$ cat src/rtl/a1335_i2c_responder.sv
// a1335_i2c_responder: I2C target emulating the A1335 angle sensor.
// Serves a read-only register window (angle at REG_ANGLE, status at
// REG_STATUS) with an auto-incrementing register pointer.
// Optional clock stretching after a read-address ACK: define
// A1335_RESP_STRETCH_EN.
`timescale 1ns/1ps

module a1335_i2c_responder #(
   parameter int unsigned FILTER_LEN     = 3,
   parameter logic [7:0]  REG_ANGLE      = 8'h20,
   parameter logic [7:0]  REG_STATUS     = 8'h24,
   parameter int unsigned STRETCH_CYCLES = 64
) (
   input  logic        clock,
   input  logic        reset_n,
   input  logic        scl_in,
   input  logic        sda_in,
   output logic        sda_oe,
   output logic        scl_oe,
   input  logic [6:0]  device_id,
   input  logic [11:0] angle,
   input  logic [31:0] status,
   output logic        busy,
   output logic [7:0]  reg_ptr,
   output logic        rd_done
);

   localparam int FILT_W = (FILTER_LEN > 2) ? $clog2(FILTER_LEN) : 1;

   typedef enum logic [2:0] {
      S_IDLE, S_ADDR, S_ADDR_ACK, S_WR_BYTE, S_WR_ACK, S_RD_BYTE, S_RD_ACK, S_IGNORE
   } state_t;

   state_t            state;
   logic [1:0]        scl_sync, sda_sync;
   logic              scl_f, sda_f, scl_prev, sda_prev;
   logic [FILT_W-1:0] scl_cnt, sda_cnt;
   logic              scl_rise, scl_fall, start_det, stop_det;
   logic [3:0]        bit_cnt;
   logic [2:0]        bit_idx;
   logic [7:0]        shift, shift_next, rd_data;
   logic              rw, first_wr;
   logic              addr_done, addr_match, snap_en;
   logic [11:0]       angle_snap;
   logic [31:0]       status_snap;

   // Synchronise both pins, reject pulses shorter than FILTER_LEN samples, keep previous level for edges
   always_ff @(posedge clock) begin
      // NOTE: all clocked state uses non-blocking assignment so every register samples pre-edge values.
      if (!reset_n) begin
         scl_sync <= 2'b11;
         sda_sync <= 2'b11;
         scl_f    <= 1'b1;
         sda_f    <= 1'b1;
         scl_prev <= 1'b1;
         sda_prev <= 1'b1;
         scl_cnt  <= '0;
         sda_cnt  <= '0;
      end else begin
         scl_sync <= {scl_sync[0], scl_in};
         sda_sync <= {sda_sync[0], sda_in};
         scl_prev <= scl_f;
         sda_prev <= sda_f;
         if (scl_sync[1] == scl_f) begin
            scl_cnt <= '0;
         end else if (scl_cnt == FILT_W'(FILTER_LEN - 1)) begin
            scl_f   <= scl_sync[1];
            scl_cnt <= '0;
         end else begin
            scl_cnt <= scl_cnt + 1'b1;
         end
         if (sda_sync[1] == sda_f) begin
            sda_cnt <= '0;
         end else if (sda_cnt == FILT_W'(FILTER_LEN - 1)) begin
            sda_f   <= sda_sync[1];
            sda_cnt <= '0;
         end else begin
            sda_cnt <= sda_cnt + 1'b1;
         end
      end
   end

   assign scl_rise   = scl_f & ~scl_prev;
   assign scl_fall   = ~scl_f & scl_prev;
   assign start_det  = ~sda_f & sda_prev & scl_f;
   assign stop_det   = sda_f & ~sda_prev & scl_f;
   assign shift_next = {shift[6:0], sda_f};
   assign bit_idx    = 3'd7 - bit_cnt[2:0];
   assign addr_done  = (state == S_ADDR) && scl_rise && (bit_cnt == 4'd7) && !start_det && !stop_det;
   assign addr_match = (shift_next[7:1] == device_id) && (shift_next[7:1] != 7'd0);
   assign snap_en    = addr_done && addr_match && shift_next[0];

   // Freeze angle and status when a read address matches so multi-byte reads are coherent
   always_ff @(posedge clock) begin
      // NOTE: snapshot registers carry no reset; they are always loaded before any read can reach them.
      if (snap_en) begin
         angle_snap  <= angle;
         status_snap <= status;
      end
   end

   // Register window decode for the byte at reg_ptr
   always_comb begin
      // NOTE: default assigned first so no path leaves rd_data unassigned (no latch).
      rd_data = 8'h00;
      if (reg_ptr == REG_ANGLE)                rd_data = {4'b0000, angle_snap[11:8]};
      else if (reg_ptr == REG_ANGLE + 8'd1)    rd_data = angle_snap[7:0];
      else if (reg_ptr == REG_STATUS)          rd_data = status_snap[31:24];
      else if (reg_ptr == REG_STATUS + 8'd1)   rd_data = status_snap[23:16];
      else if (reg_ptr == REG_STATUS + 8'd2)   rd_data = status_snap[15:8];
      else if (reg_ptr == REG_STATUS + 8'd3)   rd_data = status_snap[7:0];
   end

   // Protocol FSM: bus conditions first, then per-state bit handling on filtered SCL edges
   always_ff @(posedge clock) begin
      rd_done <= 1'b0;
      if (!reset_n) begin
         state    <= S_IDLE;
         sda_oe   <= 1'b0;
         busy     <= 1'b0;
         reg_ptr  <= 8'h00;
         bit_cnt  <= 4'd0;
         shift    <= 8'h00;
         rw       <= 1'b0;
         first_wr <= 1'b0;
      end else if (start_det) begin
         state   <= S_ADDR;
         bit_cnt <= 4'd0;
         sda_oe  <= 1'b0;
      end else if (stop_det) begin
         state   <= S_IDLE;
         bit_cnt <= 4'd0;
         sda_oe  <= 1'b0;
         busy    <= 1'b0;
      end else begin
         case (state)
            S_IDLE, S_IGNORE: ;
            S_ADDR: if (scl_rise) begin
               shift   <= shift_next;
               bit_cnt <= bit_cnt + 4'd1;
               if (addr_done) begin
                  bit_cnt <= 4'd0;
                  if (addr_match) begin
                     state    <= S_ADDR_ACK;
                     rw       <= shift_next[0];
                     first_wr <= ~shift_next[0];
                     busy     <= 1'b1;
                  end else begin
                     state <= S_IGNORE;
                  end
               end
            end
            S_ADDR_ACK, S_WR_ACK: if (scl_fall) begin
               if (bit_cnt == 4'd0) begin
                  sda_oe  <= 1'b1;
                  bit_cnt <= 4'd1;
               end else begin
                  bit_cnt <= 4'd0;
                  if (state == S_ADDR_ACK && rw) begin
                     sda_oe <= ~rd_data[7];
                     state  <= S_RD_BYTE;
                  end else begin
                     sda_oe <= 1'b0;
                     state  <= S_WR_BYTE;
                  end
               end
            end
            S_WR_BYTE: if (scl_rise) begin
               shift   <= shift_next;
               bit_cnt <= bit_cnt + 4'd1;
               if (bit_cnt == 4'd7) begin
                  bit_cnt <= 4'd0;
                  state   <= S_WR_ACK;
                  if (first_wr) begin
                     reg_ptr  <= shift_next;
                     first_wr <= 1'b0;
                  end
               end
            end
            S_RD_BYTE: begin
               if (scl_rise) begin
                  bit_cnt <= bit_cnt + 4'd1;
               end else if (scl_fall) begin
                  if (bit_cnt == 4'd8) begin
                     sda_oe  <= 1'b0;
                     bit_cnt <= 4'd0;
                     state   <= S_RD_ACK;
                  end else begin
                     sda_oe <= ~rd_data[bit_idx];
                  end
               end
            end
            S_RD_ACK: begin
               if (scl_rise && bit_cnt == 4'd0) begin
                  rd_done <= 1'b1;
                  reg_ptr <= reg_ptr + 8'd1;
                  if (sda_f) state   <= S_IGNORE;
                  else       bit_cnt <= 4'd1;
               end else if (scl_fall && bit_cnt == 4'd1) begin
                  bit_cnt <= 4'd0;
                  sda_oe  <= ~rd_data[7];
                  state   <= S_RD_BYTE;
               end
            end
            default: state <= S_IDLE;
         endcase
      end
   end

`ifdef A1335_RESP_STRETCH_EN
   localparam int STR_W = (STRETCH_CYCLES > 1) ? $clog2(STRETCH_CYCLES) : 1;
   logic [STR_W-1:0] stretch_cnt;
   logic             stretch_go;

   assign stretch_go = (state == S_ADDR_ACK) && rw && scl_fall && (bit_cnt == 4'd1) &&
                       !start_det && !stop_det;

   // Hold SCL low for STRETCH_CYCLES clocks after a read-address ACK; STOP or reset aborts
   always_ff @(posedge clock) begin
      if (!reset_n || stop_det) begin
         scl_oe      <= 1'b0;
         stretch_cnt <= '0;
      end else if (stretch_go) begin
         scl_oe      <= 1'b1;
         stretch_cnt <= STR_W'(STRETCH_CYCLES - 1);
      end else if (scl_oe) begin
         if (stretch_cnt == '0) scl_oe <= 1'b0;
         else                   stretch_cnt <= stretch_cnt - 1'b1;
      end
   end
`else
   assign scl_oe = 1'b0;
`endif

endmodule

$ cat config.mk
export PLATFORM = sky130hd
export DESIGN_NAME = a1335_i2c_responder
export DESIGN_NICKNAME = d
export VERILOG_FILES = /design/src/rtl/a1335_i2c_responder.sv
export SDC_FILE = /design/constraint.sdc
export NUM_CORES = 1
export LEC_CHECK = 0
export CORE_UTILIZATION = 25
export DETAILED_ROUTE_END_ITERATION = 8
export PLACE_DENSITY_LB_ADDON = 0.25
export SETUP_SLACK_MARGIN = 0.05
export SLEW_MARGIN = 0
export SYNTH_ARGS = -nofsm -noshare
export SYNTH_HDL_FRONTEND = slang
export SYNTH_SLANG_ARGS = --single-unit
$ cat constraint.sdc
create_clock -name clock -period 5.7 [get_ports clock]
set_clock_uncertainty 0.05 [all_clocks]
set_input_delay 0.57 -clock clock [delete_from_list [all_inputs] [get_ports clock]]
set_output_delay 0.57 -clock clock [all_outputs]
set_load 0.01 [all_outputs]
==> impl_results.md, run 1 <==
- Outcome: finished clean
- Pleak: approximately 1.7 nW
- Initial Util: 0.259
- Crit path DAT: a little over 3 ns
- Share of cells above drive strength 1: 0.0603
- Startpoint types: input port
- Synth Instances: around 420
- Largest net degree at the start of global routing: 45
- Die X: between 100 and 150 microns
- Number of global-route vias before repair: between 3000 and 4000
- Initial antenna violation count: 0
- Clock root buffer: clkbuf_16
- Clk pin slew, worst setup/hold paths: 0.06 ns
- # Post-CTS Setup Buffers: 0
- Chip height: 131 microns
- Tcrit/Tclk final: 0.562
- Layout Cells excl Fill: 697
- Cts-stage hold buffer count: 0
- Area growth syn-to-layout: 27.5%
- Least-Margin Pin Slew: 1.20 ns
- Post-DR vias/cell: around 4.7
- HPWL after detailed placement: between 7 and 8 mm
- Cell area after synthesis: a little over 4000 sq um
- Crit. End Element: flop
- Number of synthesized flops with an enable pin: 44
- Max cap viols: 0
- M3 GR Usage: 0.0281
- Core area: between 15000 and 20000 sq um
- Diodes inserted: 0
- Sequential area share after synthesis: 0.508
- GRT overflow: 0
- Number of nets in the layout: 542
- DIE AREA: roughly 17000 sq um
- CTS Buf Count: 9
- PwrDens: roughly 260 nW/um^2
- Routed wire length: about 9.9 mm
- Clock Path Buffers: 2
- Place WS: between 2 and 2.5 ns
- Hold_ws: 0.360 ns
- Slew Limit Fails: 0
- Post-synthesis cell type count: 62
- H-Tree Depth: 3
- Final WS setup: between 2 and 2.5 ns
- Placed Cells: between 600 and 700
- Clk sinks: 83
- IO Pins: 67
- Worst setup path category: in2reg
- Synthesis Warnings: 0
- 1st-pass router iterations: 4
- WP data required: around 5.6 ns
- GRT Util Overall: 0.124
- Max_slew headroom: 0.195
- Antenna-violating nets left: 0
- Setup violators final: 0
- Vias: ~3300
- Avg Inst Size Synth: approximately 9.8 sq um
- CTS tree: built
- Site Rows: 46
- Post-synth ARST share: 0
- Resize count post-CTS: 0
- Final Hold Fails: 0
- DR iter-0 viols: roughly 190
- Peak Freq: 312 MHz
- Worst skew pair latency: 0.34 ns
- Worst vdd ir: around 0.13 mV
- Routability cong.: around 0.84
- Drt drc: 0
- Most Crowded Layer GR: met2
- Met1 Usage GRT: 0.160
- Port bufs: between 60 and 70
- Seq cells post-synth: 83
- Fin crit period: 3.21 ns
- Synthesized Nets: around 500
- Sum Neg Setup Slack: 0 ns
- First-pass GRT wire length: roughly 16 mm
- WL per Instance: roughly 14 microns
- Met2 Use GR: 0.201
- Max FO, Critical Path: 44
- Prevailing post-synth register cell: edfxtp_1
- Tightest Hold Check Type: reg2reg
- RSZ-0062 raised after global routing: no
## stage by stage
step,cell area (sq um),utilization,power (W)
after detailed placement,4970,0.311,0.000767
after global placement,4970,0.311,0.000767
after global routing,5280,0.330,0.00140
after floorplan,4140,-,0.000715
after CTS,5280,0.330,0.00137
final,5280,0.330,0.00135
## cells in the mapped netlist (4+ instances only)
master    count  share of area
a211oi_1      4         0.0073
o211ai_1      4         0.0073
and2_1        4         0.0060
a221oi_1      4         0.0085
buf_2         6         0.0073
mux2i_1      11          0.027
inv_1        14          0.013
nand3b_1     11          0.020
and3_1        5         0.0076
edfxtp_1     44           0.32
o21ai_0      31          0.037
nor2b_1       5         0.0076
a21oi_1      28          0.034
dfxtp_1      39           0.19
nor3_1        6         0.0073
clkbuf_1     15          0.014
ha_1         11          0.033
xnor2_1       6          0.013
or2_2         4         0.0060
nor2_1       42          0.038
o221ai_1      5          0.011
nand3_1       8         0.0097
nand2_1      46          0.042
a31oi_1       5         0.0076
nand2b_1      8          0.012
## power by group
group          total (W)  internal, W  switching [W]
Sequential      0.000651     0.000633      0.0000178
Combinational   0.000102    0.0000592      0.0000430
Clock           0.000595     0.000347       0.000248
Total            0.00135      0.00104       0.000309
## critical path, cell delays in order
cell and delay (ns):
clkdlybuf4s50_1 0.42, a211o_1 0.26, a2111oi_4 0.43, and4_4 0.33
nand2_1 0.12, nor2_4 0.92
## layout by cell type (no fill, tap or decap), types with 6 or more instances in the layout
cell type,synthesis,layout
dfxtp_1,39,39
edfxtp_1,44,44
inv_1,14,14
o21ai_0,31,31
nand2b_1,8,8
xnor2_1,6,6
mux2i_1,11,11
nor2_1,42,41
nand2_1,46,46
a21oi_1,28,28
clkbuf_16,0,9
ha_1,11,11
nand3_1,8,8
nand3b_1,11,11
nor3_1,6,6
clkdlybuf4s50_1,0,65
## layer usage
metal,vias up,share of wire
met5,-,0
met3,12,0.044
met4,0,0.012
met2,73,0.48
met1,1551,0.47
li1,1665,-
## layout make-up
| type | count | area [sq um] |
|---|---|---|
| clock buffers | 9 | 225 |
| clock inverters | 7 | 81.3 |
| fillers | 1687 | 10700 |
| inverters | 15 | 56.3 |
| multi-input cells | 302 | 1890 |
| flip-flops and latches | 83 | 2100 |
| well taps | 216 | 270 |
| repair buffers | 65 | 651 |
## worst paths after layout
| check | start | to | slack [ns] | depth (start not counted) |
|---|---|---|---|---|
| min reg2reg | sda_sync[0] | sda_sync[1] | 0.36 | 1 |
| max | device_id[6] | status_snap[26] | 2.49 | 6 |
| max reg2reg | shift[0] | status_snap[26] | 2.57 | 6 |
| min | sda_sync[0] | sda_sync[1] | 0.36 | 1 |
## state kept, by name, summed over array words and instances, names as in the netlist, 2 cells and up
name	flops
reg_ptr	8
scl_cnt	2
shift	7
angle_snap	12
status_snap	32
sda_cnt	2
bit_cnt	4
scl_sync	2
sda_sync	2
state	3
## logic make-up (layout without fill, tap and decap cells)
group,after synthesis,after routing,share of synthesized area
compound gates,114,114,0.186
xor+xnor,9,9,0.0191
fa+ha+maj,11,11,0.0333
buf+inv,38,96,0.0372
flops,83,83,0.508
mux,12,12,0.0293
other cells,1,1,0.000906
simple gates,155,155,0.186
Note: power is estimated with default switching activity, not from simulation.
==> inputs of run 2 (changes only) <==
Clock period 5.7 ns to 3.27 ns, I/O delays scaled along.
==> run 2 against run 1 <==
Net effect:
- global-route usage is 0.58 points higher
- hold slack worse by 0.0031 ns
- sequential power up 72%
- largest cell class unchanged
- cell count up 0.57%
- combinational power is 92% higher
- via count is 2.5% higher
- count of clock-buffer cells in the layout unchanged
- largest power group unchanged
==> impl_results.md, run 2 (same netlist as run 1, synthesis figures left out) <==
- Outcome: finished clean (unchanged)
- Max reg flops: 32 (unchanged)
- Hold Crit Start: scl_cnt[0] (was sda_sync[0])
- Crit path largest cell delay: 0.61 ns (was 0.92 ns)
- # Post-CTS Setup Buffers: 0 (unchanged)
- Slowest library cell on the worst path: dfxtp_1 (was nor2_4)
- Max_slew headroom: 0.435 (was 0.195)
- Resize count post-CTS: 0 (unchanged)
- Final Hold Fails: 0 (unchanged)
- Worst setup path category: reg2reg (was in2reg)
- Area growth syn-to-layout: 27.7% (was 27.5%)
- Pleak: 1.70 nW (about the same)
- Crit. End Element: flop (unchanged)
- GRT Util Overall: 0.130 (was 0.124)
- Clock Path Buffers: 2 (unchanged)
- Startpoint types: flop (was input port)
- Worst vdd ir: 0.257 mV (was 0.128 mV)
- Most flop-heavy register: status_snap (unchanged)
- Fin crit period: 2.72 ns
- HPWL after detailed placement: 7.58 mm (was 7.19 mm)
- Switching power: 0.000529 W (was 0.000309 W)
- Tcrit/Tclk final: 0.833
- Peak Freq: 367 MHz
- R2R Path End: bit_cnt[2] (was status_snap[26])
- Largest registers: status_snap x32, angle_snap x12, reg_ptr x8 (unchanged)
- Least-Margin Pin Slew: 0.844 ns (was 1.20 ns)
- Clk pin slew, worst setup/hold paths: 0.06 ns (about the same)
- Cts-stage hold buffer count: 0 (unchanged)
- Tightest Hold Check Type: reg2reg (unchanged)
- Number of global-route vias before repair: 3330 (was 3195)
- Max cap viols: 0 (unchanged)
- R2R setup slack: 0.55 ns (was 2.57 ns)
- Setup violators final: 0 (unchanged)
- Most common cell after layout, fill and taps aside: clkdlybuf4s50_1 (unchanged)
- Largest net degree at the start of global routing: 37 (was 45)
- Max FO, Critical Path: 12 (was 44)
- Layout Cells excl Fill: 701 (was 697)
- Initial Util: 0.259 (unchanged)
- WL per Instance: 14.7 microns (was 14.2 microns)
- CP cell instances: inv_1 -> ha_1 -> and4bb_2 -> nand3_1 -> o21ai_0 -> a211o_1 -> or4b_1 -> a21oi_1 (was clkdlybuf4s50_1 -> a211o_1 -> a2111oi_4 -> and4_4 -> nand2_1 -> nor2_4)
- Post-DR vias/cell: 4.83 (was 4.74)
- 1st-pass router iterations: 5 (was 4)
- Crit path DAT: 2.95 ns (was 3.10 ns)
- Net Sw Frac: 0.235 (was 0.229)
- WP data required: 3.49 ns (was 5.60 ns)
- First-pass GRT wire length: 16.9 mm (was 16.2 mm)
- DR iter-0 viols: 142 (was 192)
- Vias: 3385 (was 3301)
- H-Tree Depth: 3 (unchanged)
- Placed Cells: 686 (was 681)
- Routed wire length: 10.3 mm (was 9.90 mm)
- Worst skew pair latency: 0.34 ns (about the same)
- Port bufs: 65 (unchanged)
- Site Rows: 46 (unchanged)
- Gate power share: 0.087 (was 0.076)
- RSZ-0062 raised after global routing: no (unchanged)
- Clock root buffer: clkbuf_16 (unchanged)
- Die X: 131 microns (unchanged)
- Drt drc: 0 (unchanged)
- Slew Limit Fails: 0 (unchanged)
- Hold endpoint: scl_cnt[0] (was sda_sync[1])
- Initial antenna violation count: 0 (unchanged)
- Clock share of power: 0.413 (was 0.441)
- GRT overflow: 0 (unchanged)
- Share of cells above drive strength 1: 0.0639 (was 0.0603)
- R2r worst-path depth: 8 (was 6)
- PwrDens: 426 nW/um^2 (was 256 nW/um^2)
- Sequential share of power: 0.500 (was 0.483)
- IO Pins: 67 (unchanged)
- Clk sinks: 83 (unchanged)
- Core area: 16000 sq um (unchanged)
- Cell internal pwr: 0.00172 W (was 0.00104 W)
- CTS tree: built (unchanged)
- Number of nets in the layout: 547 (was 542)
- Reg2reg start: bit_cnt[0] (was shift[0])
- Antenna-violating nets left: 0 (unchanged)
- Chip height: 131 microns (unchanged)
- Commonest cells after routing, fill and taps aside: 65 x clkdlybuf4s50_1, 46 x nand2_1, 44 x edfxtp_1, 41 x nor2_1, 39 x dfxtp_1 (unchanged)
- CTS Buf Count: 9 (unchanged)
- DIE AREA: 17100 sq um (unchanged)
- Sum Neg Setup Slack: 0 ns (unchanged)
- Routability cong.: 0.825 (was 0.841)
- Diodes inserted: 0 (unchanged)
- Hold Crit Depth: 1 (unchanged)
run 2: worst max-delay path, delay by kind of cell, from the launching register on:
family	cells	cell delay, ns
AND/OR/NAND/NOR	3	0.84
AO/OA/AOI/OAI	3	0.63
flip-flops	1	0.61
adder cells (fa/ha/maj)	1	0.30
buffers and inverters	1	0.23
run 2: final cells by class:
cell class,instances,area (sq um)
Inverter,15,56.3
Multi-Input combinational cell,302,1890
Sequential cell,83,2100
Clock buffer,9,225
Tap cell,216,270
Timing Repair Buffer,70,701
Clock inverter,6,41.3
Fill cell,1666,10700
run 2: worst max-delay path by stage:
stage / from / end / slack (ns) / cells past startpoint
6_report: bit_cnt[0] / bit_cnt[2] / 0.55 / 8
5_1_grt: bit_cnt[0] / state[1] / 0.28 / 9
4_1_cts: bit_cnt[0] / bit_cnt[2] / 0.54 / 8
3_5_place_dp: device_id[6] / status_snap[0] / 0.36 / 7
3_3_place_gp: device_id[6] / angle_snap[4] / 0.42 / 7
2_1_floorplan: shift[0] / angle_snap[0] / 0.17 / 6
run 2: power groups by stage:
| stage | Clock, W | Combinational (W) | Sequential [W] |
|---|---|---|---|
| 3_5_place_dp | 0 | 0.000196 | 0.00115 |
| 5_1_grt | 0.00100 | 0.000218 | 0.00113 |
| 6_report | 0.000930 | 0.000196 | 0.00112 |
| 3_3_place_gp | 0 | 0.000197 | 0.00115 |
| 2_1_floorplan | 0 | 0.000116 | 0.00113 |
| 4_1_cts | 0.000955 | 0.000196 | 0.00112 |
run 2: metal layers:
metal	up-vias	GRT usage	share of wire
met5	-	0	0
met4	0	0.0527	0.014
met3	10	0.0309	0.054
met2	103	0.203	0.46
met1	1593	0.171	0.47
li1	1679	-	-
run 2: stage by stage:
step                       util  setup slack, ns  total power [W]  instance area [sq um]  hold slack (ns)
final                     0.330            0.547          0.00225                   5290            0.357
after global routing      0.330            0.278          0.00234                   5290            0.374
after CTS                 0.330            0.544          0.00227                   5290            0.363
after detailed placement  0.314            0.355          0.00134                   5020            0.353
after global placement    0.314            0.417          0.00134                   5020            0.343
after floorplan               -            0.169          0.00125                   4140            0.336
==> inputs of run 3 (changes only) <==
Clock period 3.27 ns to 2.3 ns, I/O delays scaled along.
==> run 3 against run 2 <==
Net effect:
- non-clock buffer count rose by 54
- hold slack improved by 0.0038 ns
- critical endpoint is now status_snap[14]
- largest cell class unchanged
- die area did not move
- register-to-register slack got worse by 0.44 ns
- cell count rose by 7.8%
- combinational power rose by 69%
- via count rose by 6.0%
- worst setup slack got worse by 0.44 ns
- highest routed layer unchanged
- global-route usage rose by 0.63 points
- count of clock-buffer cells in the layout did not move
- sequential share of layout area fell by 3.9 points
- critical path depth did not move
==> impl_results.md, run 3 (same netlist as run 1, synthesis figures left out) <==
- Outcome: finished clean (unchanged)
- Core area: 16000 sq um (unchanged)
- GRT overflow: 0 (unchanged)
- Chip height: 131 microns (unchanged)
- DR iter-0 viols: 150 (was 142)
- Clk sinks: 83 (unchanged)
- Final Hold Fails: 0 (unchanged)
- Cts-stage hold buffer count: 0 (unchanged)
- Startpoint types: flop (unchanged)
- H-Tree Depth: 3 (unchanged)
- Critical Path End: status_snap[14] (was bit_cnt[2])
- Initial Util: 0.259 (unchanged)
- Worst setup path category: reg2reg (unchanged)
- Peak Freq: 455 MHz (was 367 MHz)
- Tightest Hold Check Type: reg2reg (unchanged)
- Most common cell after layout, fill and taps aside: clkdlybuf4s50_1 (unchanged)
- Share of cells above drive strength 1: 0.217 (was 0.0639)
- Diodes inserted: 0 (unchanged)
- Crit path DAT: 2.21 ns (was 2.95 ns)
- Clk pin slew, worst setup/hold paths: 0.07 ns (was 0.06 ns)
- Clock Path Buffers: 2 (unchanged)
- Worst skew pair latency: 0.34 ns (about the same)
- Least-Margin Pin Slew: 0.649 ns (was 0.844 ns)
- Max FO, Critical Path: 11 (was 12)
- Final core utilization: 0.368 (was 0.330)
- Clock root buffer: clkbuf_16 (unchanged)
- IO Pins: 67 (unchanged)
- Area growth syn-to-layout: 42.2% (was 27.7%)
- Post-DR vias/cell: 4.75 (was 4.83)
- Port bufs: 65 (unchanged)
- GRT Util Overall: 0.136 (was 0.130)
- Most flop-heavy register: status_snap (unchanged)
- Crit path from: shift[5] (was bit_cnt[0])
- Pleak: 2.02 nW (was 1.70 nW)
- Site Rows: 46 (unchanged)
- Hold_ws: 0.361 ns (was 0.357 ns)
- Commonest cells after routing, fill and taps aside: 65 x clkdlybuf4s50_1, 51 x buf_4, 44 x nand2_1, 44 x edfxtp_1, 39 x nor2_1 (was 65 x clkdlybuf4s50_1, 46 x nand2_1, 44 x edfxtp_1, 41 x nor2_1, 39 x dfxtp_1)
- Largest net degree at the start of global routing: 45 (was 37)
- Fin crit period: 2.20 ns (was 2.72 ns)
- R2R setup slack: 0.10 ns (was 0.55 ns)
- Number of global-route vias before repair: 3503 (was 3330)
- Worst vdd ir: 0.453 mV (was 0.257 mV)
- R2r worst-path depth: 8 (unchanged)
- Hold Crit Start: scl_cnt[0] (unchanged)
- CTS Buf Count: 9 (unchanged)
- Reg2reg start: shift[5] (was bit_cnt[0])
- RSZ-0062 raised after global routing: yes (was no)
- DIE AREA: 17100 sq um (unchanged)
- Slew Limit Fails: 0 (unchanged)
- R2R Path End: status_snap[14] (was bit_cnt[2])
- CTS tree: built (unchanged)
- Number of nets in the layout: 601 (was 547)
- Max_slew headroom: 0.567 (was 0.435)
- Initial antenna violation count: 0 (unchanged)
- Routed wire length: 11.3 mm (was 10.3 mm)
- HPWL after detailed placement: 8.17 mm (was 7.58 mm)
- Max reg flops: 32 (unchanged)
- Routability cong.: 0.818 (was 0.825)
- Tcrit/Tclk final: 0.955 (was 0.833)
- PwrDens: 562 nW/um^2 (was 426 nW/um^2)
- WP data required: 2.31 ns (was 3.49 ns)
- Setup violators final: 0 (unchanged)
- First-pass GRT wire length: 17.8 mm (was 16.9 mm)
- Crit. End Element: flop (unchanged)
- WL per Instance: 14.9 microns (was 14.7 microns)
- Vias: 3589 (was 3385)
- Drt drc: 0 (unchanged)
- 1st-pass router iterations: 5 (unchanged)
- Die X: 131 microns (unchanged)
- Antenna-violating nets left: 0 (unchanged)
- Largest registers: status_snap x32, angle_snap x12, reg_ptr x8 (unchanged)
- Max cap viols: 0 (unchanged)
run 3: cell count changes in the layout (fill, tap and decap cells not counted), sizes merged:
cell,previous run,this run
buf,5,56
clkinvlp,1,2
inv,15,18
clkinv,5,2
clkbuf,9,12
run 3: final cells by class:
cell class | count | area (sq um)
fillers | 1611 | 10100
flip-flops and latches | 83 | 2110
multi-input cells | 302 | 1970
repair buffers | 124 | 1190
well taps | 216 | 270
clock buffers | 9 | 225
inverters | 15 | 60.1
clock inverters | 7 | 56.3
run 3: worst min-delay path by stage:
stage	end	cells past startpoint	slack (ns)
after detailed placement	sda_cnt[0]	1	0.35
after CTS	sda_cnt[0]	1	0.36
after floorplan	sda_prev	1	0.27
final	scl_cnt[0]	1	0.36
after global routing	sda_cnt[0]	1	0.37
after global placement	sda_sync[1]	1	0.34
run 3: power by group:
| group | leakage [nW] | internal, W | switching (W) |
|---|---|---|---|
| sequential | 0.715 | 0.00157 | 0.0000205 |
| clock | 0.137 | 0.000747 | 0.000636 |
| combinational | 1.17 | 0.000182 | 0.000150 |
| total | 2.02 | 0.00250 | 0.000806 |
run 3: repair_timing:
item | in CTS | in global routing
setup endpoints to repair | 4 | 58
gates cloned | 0 | 5
setup buffers | 0 | 5
pin swaps | 0 | 2
resized for setup | 3 | 26
run 3: metal layers:
layer  share of wire  wire, microns  track usage  vias up
met5               0              0            0        -
met4           0.012            130       0.0399        0
met3           0.049            557       0.0314       13
met2            0.47           5360        0.231       91
met1            0.46           5230        0.172     1702
li1                -              -            -     1783
run 3: critical path: stages, from the launching register on:
cell	delay (ns)
dfxtp_2	0.33
nor2_2	0.04
a211o_1	0.32
a2111oi_4	0.40
and4_4	0.30
nand2_4	0.06
nor2_4	0.10
buf_12	0.15
clkbuf_16	0.16
run 3: metrics by stage:
stage / total power, W / setup slack [ns] / setup TNS [ns] / instances / instance area [sq um]
after global routing: 0.00344 / -0.0225 / -0.0225 / 756 / 5890
after global placement: 0.00194 / -0.134 / -5.86 / 730 / 5360
after floorplan: 0.00178 / -0.301 / -13.24 / 423 / 4170
final: 0.00331 / 0.103 / 0 / 756 / 5890
after detailed placement: 0.00194 / -0.166 / -7.29 / 730 / 5360
after CTS: 0.00333 / 0.0774 / 0 / 746 / 5660
